`src/rtl/seq_pkg.sv`:
```
// Shared constants, state encoding and step-advance helper
// for the drum step sequencer.
package seq_pkg;

    localparam int NUM_TRACKS = 7;
    localparam int NUM_STEPS  = 16;
    localparam int DIV_W      = 24;

    typedef enum logic {
        STOPPED = 1'b0,
        RUNNING = 1'b1
    } state_t;

    // Bit positions of each track in the mixer select mask.
    localparam int BASS_DRUM  = 6;
    localparam int SNARE      = 5;
    localparam int CLOSED_HAT = 4;
    localparam int OPEN_HAT   = 3;
    localparam int CLAP       = 2;
    localparam int TOM1       = 1;
    localparam int TOM2       = 0;

    function automatic logic [3:0] next_step(
        input logic [3:0] cur,
        input logic [3:0] last
    );
        if (cur >= last || cur == 4'(NUM_STEPS - 1))
            return 4'd0;
        return cur + 4'd1;
    endfunction

endpackage

```
`src/rtl/tempo_divider.sv`:
```
// Step-period counter; D is tempo_div clamped to a minimum of 2,
// and tick marks the last cycle of each step.
module tempo_divider #(
    parameter int DIV_W = seq_pkg::DIV_W
) (
    input  logic             CLK,
    input  logic             clear,
    input  logic [DIV_W-1:0] tempo_div,
    output logic             tick
);

    logic [DIV_W-1:0] cnt;
    logic [DIV_W-1:0] d_eff;

    assign d_eff = (tempo_div < DIV_W'(2)) ? DIV_W'(2) : tempo_div;

    // >= so a shortened period mid-step fires on the very next cycle.
    assign tick = ~clear & (cnt >= d_eff - DIV_W'(1));

    always_ff @(posedge CLK) begin
        if (clear || tick)
            cnt <= '0;
        else
            cnt <= cnt + DIV_W'(1);
    end

endmodule

```
`src/rtl/step_sequencer.sv`:
```
// Drum pattern sequencer: flop-based pattern grid, run/stop FSM,
// and registered per-step select/trigger masks for the mixer.
module step_sequencer #(
    parameter int NUM_TRACKS = seq_pkg::NUM_TRACKS,
    parameter int NUM_STEPS  = seq_pkg::NUM_STEPS,
    parameter int DIV_W      = seq_pkg::DIV_W
) (
    input  logic                  CLK,
    input  logic                  Reset,
    input  logic                  run,
    input  logic [DIV_W-1:0]      tempo_div,
    input  logic [3:0]            last_step,
    input  logic [NUM_TRACKS-1:0] mute,
    input  logic                  wr_en,
    input  logic [2:0]            wr_track,
    input  logic [3:0]            wr_step,
    input  logic                  wr_val,
    output logic [NUM_TRACKS-1:0] select,
    output logic [NUM_TRACKS-1:0] trigger,
    output logic [3:0]            step_idx,
    output logic                  poweron
);

    import seq_pkg::*;

    state_t                state;
    state_t                state_next;
    logic                  tick;
    logic                  clear;
    logic                  boundary;
    logic [3:0]            s_next;
    logic [NUM_TRACKS-1:0] sel_next;
    logic [NUM_STEPS-1:0]  pattern [NUM_TRACKS];

    assign clear = Reset | ~run | (state == STOPPED);

    tempo_divider #(
        .DIV_W(DIV_W)
    ) u_div (
        .CLK      (CLK),
        .clear    (clear),
        .tempo_div(tempo_div),
        .tick     (tick)
    );

    always_ff @(posedge CLK) begin
        if (Reset)
            state <= STOPPED;
        else
            state <= state_next;
    end

    always_comb begin
        state_next = state;
        boundary   = 1'b0;
        s_next     = 4'd0;
        unique case (state)
            STOPPED: begin
                if (run) begin
                    state_next = RUNNING;
                    boundary   = 1'b1;
                end
            end
            RUNNING: begin
                if (!run) begin
                    state_next = STOPPED;
                end else if (tick) begin
                    boundary = 1'b1;
                    s_next   = next_step(step_idx, last_step);
                end
            end
        endcase
    end

    // Reads the grid before this edge's write lands.
    always_comb begin
        sel_next = '0;
        for (int t = 0; t < NUM_TRACKS; t++)
            sel_next[t] = pattern[t][s_next] & ~mute[t];
    end

    always_ff @(posedge CLK) begin
        if (Reset) begin
            for (int t = 0; t < NUM_TRACKS; t++)
                pattern[t] <= '0;
        end else if (wr_en && 32'(wr_track) < NUM_TRACKS) begin
            pattern[wr_track][wr_step] <= wr_val;
        end
    end

    always_ff @(posedge CLK) begin
        if (Reset || state_next == STOPPED) begin
            select   <= '0;
            trigger  <= '0;
            step_idx <= 4'd0;
            poweron  <= 1'b0;
        end else if (boundary) begin
            select   <= sel_next;
            trigger  <= sel_next;
            step_idx <= s_next;
            poweron  <= 1'b1;
        end else begin
            trigger  <= '0;
        end
    end

endmodule

```
`config.mk`:
```
export PLATFORM = sky130hd
export DESIGN_NAME = step_sequencer
export DESIGN_NICKNAME = d
export VERILOG_FILES = /design/src/rtl/seq_pkg.sv /design/src/rtl/tempo_divider.sv /design/src/rtl/step_sequencer.sv
export SDC_FILE = /design/constraint.sdc
export NUM_CORES = 1
export LEC_CHECK = 0
export CORE_ASPECT_RATIO = 1.75
export CORE_UTILIZATION = 45
export CTS_CLUSTER_DIAMETER = 30
export CTS_CLUSTER_SIZE = 8
export DETAILED_ROUTE_END_ITERATION = 16
export PLACE_DENSITY = 0.66
export RECOVER_POWER = 100
export SKIP_LAST_GASP = 1
export SLEW_MARGIN = 10
export SYNTH_ARGS = -nofsm -noshare
export SYNTH_HDL_FRONTEND = slang
export SYNTH_HIERARCHICAL = 1
export SYNTH_SLANG_ARGS = --single-unit
```
`constraint.sdc`:
```
create_clock -name CLK -period 6 [get_ports CLK]
set_input_delay 1.2 -clock CLK [delete_from_list [all_inputs] [get_ports CLK]]
set_output_delay 1.2 -clock CLK [all_outputs]
set_load 0.03 [all_outputs]
```
==> out/summary.txt <==
Status - finished with violations
Failing checks - max-capacitance violations, max-slew violations
Power Dens Cells - 226 nW/µm²
Row count - 68
Combinational family with the most area after synthesis - simple AND/OR/NAND/NOR gates
Xor/xnor share of the synthesized area - 4.26%
Seq/Total Area, Yosys - 45.2%
Relative slew margins - -15.2%
Yosys warning count - 6
Peak supply drop - 0.169 mV
Initial antenna violation count - 0
Largest net degree at the start of global routing - 113
Skew final - 0.0131 ns
Placed cell area - 10500 µm²
Netlist cell types - 74
R2R Setup Slk - 2.70 ns
Cell Chain, Critical Path - clkdlybuf4s50_1 -> nor3_2 -> nand4_1 -> buf_6 -> o41ai_4 -> ha_2 -> nand2b_4 -> or2_4 -> buf_12 -> buf_4 -> xor2_1 -> ha_1 -> nand2_2 -> nor4_4 -> a41o_1 -> o21ba_4 -> and4b_2 -> nand3_2 -> buf_6 -> nor2_4 -> clkbuf_2 -> a31oi_1 -> nor3b_2 -> nor4_1
Detailed Place HPWL - 19.9 mm
Mapped Area - 9040 µm²
Iter 0 DRT Violations - 652
IO buf count - 65
Top Family by Delay on Critical Path - simple AND/OR/NAND/NOR gates
Max stage delay cell, worst path - clkdlybuf4s50_1
Reg2Reg Depth - 11
Leak Pwr - 0.00404 µW
Share of synthesized flip-flops with an asynchronous set or reset - 0%
CP endpoint kind - flop
Placed insts - 1308
Via count - 7956
Avg WL per Cell - 20.5 µm
Reg clk slew, reported paths - 0.06 ns
Non-filler cells, final - 1344
CTS tree - yes
Critical path depth - 24
Syn_area_per_cell - 9.31 µm²
Antenna Nets Post-Route - 0
Final worst path period need - 5.75 ns
Core Area - 19700 µm²
Clock latency on the worst-skew pair - 0.44 ns
DR vias/cell - 5.92
WP data required - 6.32 ns
Grt ovf - 0
Share of cells above drive strength 1 - 16.7%
Worst R2R Start - step_idx[0]
Routability cong. - 0.898
DP Worst Slack - -0.582 ns
Antenna fix cells - 0
Worst Setup SP - tempo_div[19]
# clock sinks - 156
Post-synthesis compound-gate area fraction - 20.3%
Cts hold-fix bufs - 0
Most frequent CP cell - buf_6
GRT Total Usage - 27.3%
Yosys reg bits - 156
Hold crit path type - flop to flop
Crit path DAT - 6.07 ns
RSZ-0062 raised after global routing - false
Slew @ Worst Pin - 1.73 ns
Post-synth top flop - edfxtp_1
Residual DRC count - 0
Post-synthesis cell count - 971
Synth Area in Adders - 4.29%
First-pass GRT wire length - 41.8 mm
Setup crit end - trigger[6]
Setup violators final - 0
Mux contribution to synthesized area - 1.49%
WP buf/inv - 6
I/O pins - 66
Die extent in x - 109 µm
Die ar. - 20700 µm²
Crit share post-route - 95.8%
Final slew viol count - 38
Maximum fanout along the worst path - 5
Post-Synth Simple-Gate Area - 20.5%
Die height - 190 µm
Finished Cell Area - 11300 µm²
Initial Utilization - 45.8%
Number of global-route vias before repair - 7817
H-tree levels - 4
Worst R2R End - select[0]
FMAX - 174 MHz
Worst setup SP type - input port
Largest stage delay, worst path - 0.44 ns
Drt first pass iters - 6
Clock Path Buffers - 2
Layout area overhead - 24.7%
Nets - 1164
Hold Vio Cnt, Final - 0
Setup CP Type - input port to flop
CTS Root Cell - clkbuf_16
CTS Buf Count - 17
Maxcap violations - 1
Syn Nets - 1049
PnR worst setup slack - 0.249 ns
Total wire length - 27.5 mm
Post-synth EDFFs - 96
-- power breakdown --
| group | internal [µW] | total, µW | switching [µW] |
|---|---|---|---|
| clock | 667 | 1120 | 449 |
| combinational | 103 | 236 | 134 |
| sequential | 1180 | 1200 | 16.8 |
-- routing by layer --
layer / vias to the layer above / share of wire, % / track usage [%]
met5: - / 0 / 0
met4: 0 / 7.2 / 18.9
met3: 99 / 4.9 / 4.92
met2: 289 / 53 / 50.1
met1: 3765 / 35 / 26.8
li1: 3803 / - / -
-- cells in the final DEF, fill, tap and decap left out, types with 30 or more instances in the layout --
master / instances
clkdlybuf4s50_1: 35
nand2_1: 48
nor3_1: 45
o21bai_1: 82
xnor2_1: 33
buf_4: 82
nor2_1: 146
dfxtp_1: 60
a21oi_1: 72
ha_1: 30
edfxtp_1: 96
-- worst min path at each step --
| stage | start | end | slack [ns] | depth (start not counted) |
|---|---|---|---|---|
| CTS | select[3] | select[3] | 0.46 | 2 |
| floorplan | u_div/cnt[0] | u_div/cnt[0] | 0.45 | 1 |
| global route | select[3] | select[3] | 0.47 | 2 |
| detailed placement | select[3] | select[3] | 0.45 | 2 |
| global placement | select[3] | select[3] | 0.44 | 2 |
| finish | select[3] | select[3] | 0.45 | 2 |
-- flip-flops by register name (all words and copies together), names as in the netlist --
signal	count
trigger	7
select	7
poweron	1
step_idx	4
u_div/cnt	24
pattern	112
state	1
-- area by class of cell --
class                      instances  area, µm²
fill                            1760       8460
clock buffer                      19        443
clock inverter                    13        164
inverter                          10       37.5
sequential                       156       4080
tap                              245        307
timing repair buffer             172       1440
multi-input combinational        729       4810
-- timing repair --
action | CTS | global route
hold endpoints to repair | 0 | 0
setup endpoints to repair | 14 | 14
pin swaps | 1 | 27
setup buffers | 0 | 4
gates resized for setup | 5 | 49
-- synth_stat cells (3+ instances only) --
| cell | instances | share of area [%] |
|---|---|---|
| buf_1 | 4 | 0.17 |
| nor2b_1 | 8 | 0.55 |
| o21bai_1 | 82 | 6.8 |
| or3_1 | 7 | 0.48 |
| nor3_1 | 51 | 2.8 |
| buf_6 | 3 | 0.37 |
| nor4_1 | 11 | 0.76 |
| a211o_1 | 4 | 0.39 |
| and4_1 | 4 | 0.39 |
| nor2_1 | 147 | 6.1 |
| xnor2_1 | 33 | 3.2 |
| nand4_1 | 8 | 0.55 |
| o211ai_1 | 3 | 0.25 |
| xor2_1 | 11 | 1.1 |
| a2bb2oi_1 | 7 | 0.68 |
| nand3_1 | 30 | 1.7 |
| nand2b_1 | 9 | 0.62 |
| inv_1 | 9 | 0.37 |
| a31oi_1 | 16 | 1.1 |
| o22ai_1 | 8 | 0.55 |
| o221a_2 | 6 | 0.75 |
| nand2_1 | 51 | 2.1 |
| mux2_2 | 4 | 0.50 |
| ha_1 | 31 | 4.3 |
| o221ai_1 | 6 | 0.58 |
| nand3b_1 | 12 | 1.0 |
| a311oi_1 | 3 | 0.29 |
| nor3_2 | 4 | 0.44 |
| and3_1 | 12 | 0.83 |
| clkbuf_1 | 57 | 2.4 |
| o2bb2ai_1 | 5 | 0.48 |
| buf_2 | 12 | 0.66 |
| o31a_1 | 3 | 0.29 |
| mux2i_1 | 9 | 1.0 |
| a21oi_1 | 73 | 4.0 |
| edfxtp_1 | 96 | 32 |
| nor3b_1 | 4 | 0.33 |
| o21ai_0 | 27 | 1.5 |
| dfxtp_1 | 60 | 13 |
-- stage by stage --
step	utilization (%)	hold WS, ns	TNS (ns)	power (µW)
final	57.1	0.452	0	2550
after global routing	57.1	0.472	0	2620
after CTS	56.2	0.461	0	2560
after detailed placement	53.0	0.452	-7.17	1450
after global placement	53.0	0.443	-4.56	1450
after floorplan	-	0.449	0	1340
-- worst min-delay path, cell delays in order (launching register included) --
cell     delay (ns)
dfxtp_1        0.31
nand2_1        0.05
o21ai_1        0.05
-- cell families after synthesis --
| logic type | Yosys count |
|---|---|
| buffers and inverters | 86 |
| muxes | 13 |
| and+or+nand+nor | 373 |
| DFF | 156 |
| AOI/OAI and AO/OA | 268 |
| xor gates and xnor gates | 44 |
| adders and majority gates | 31 |
Note: power is estimated with default switching activity, not from simulation.
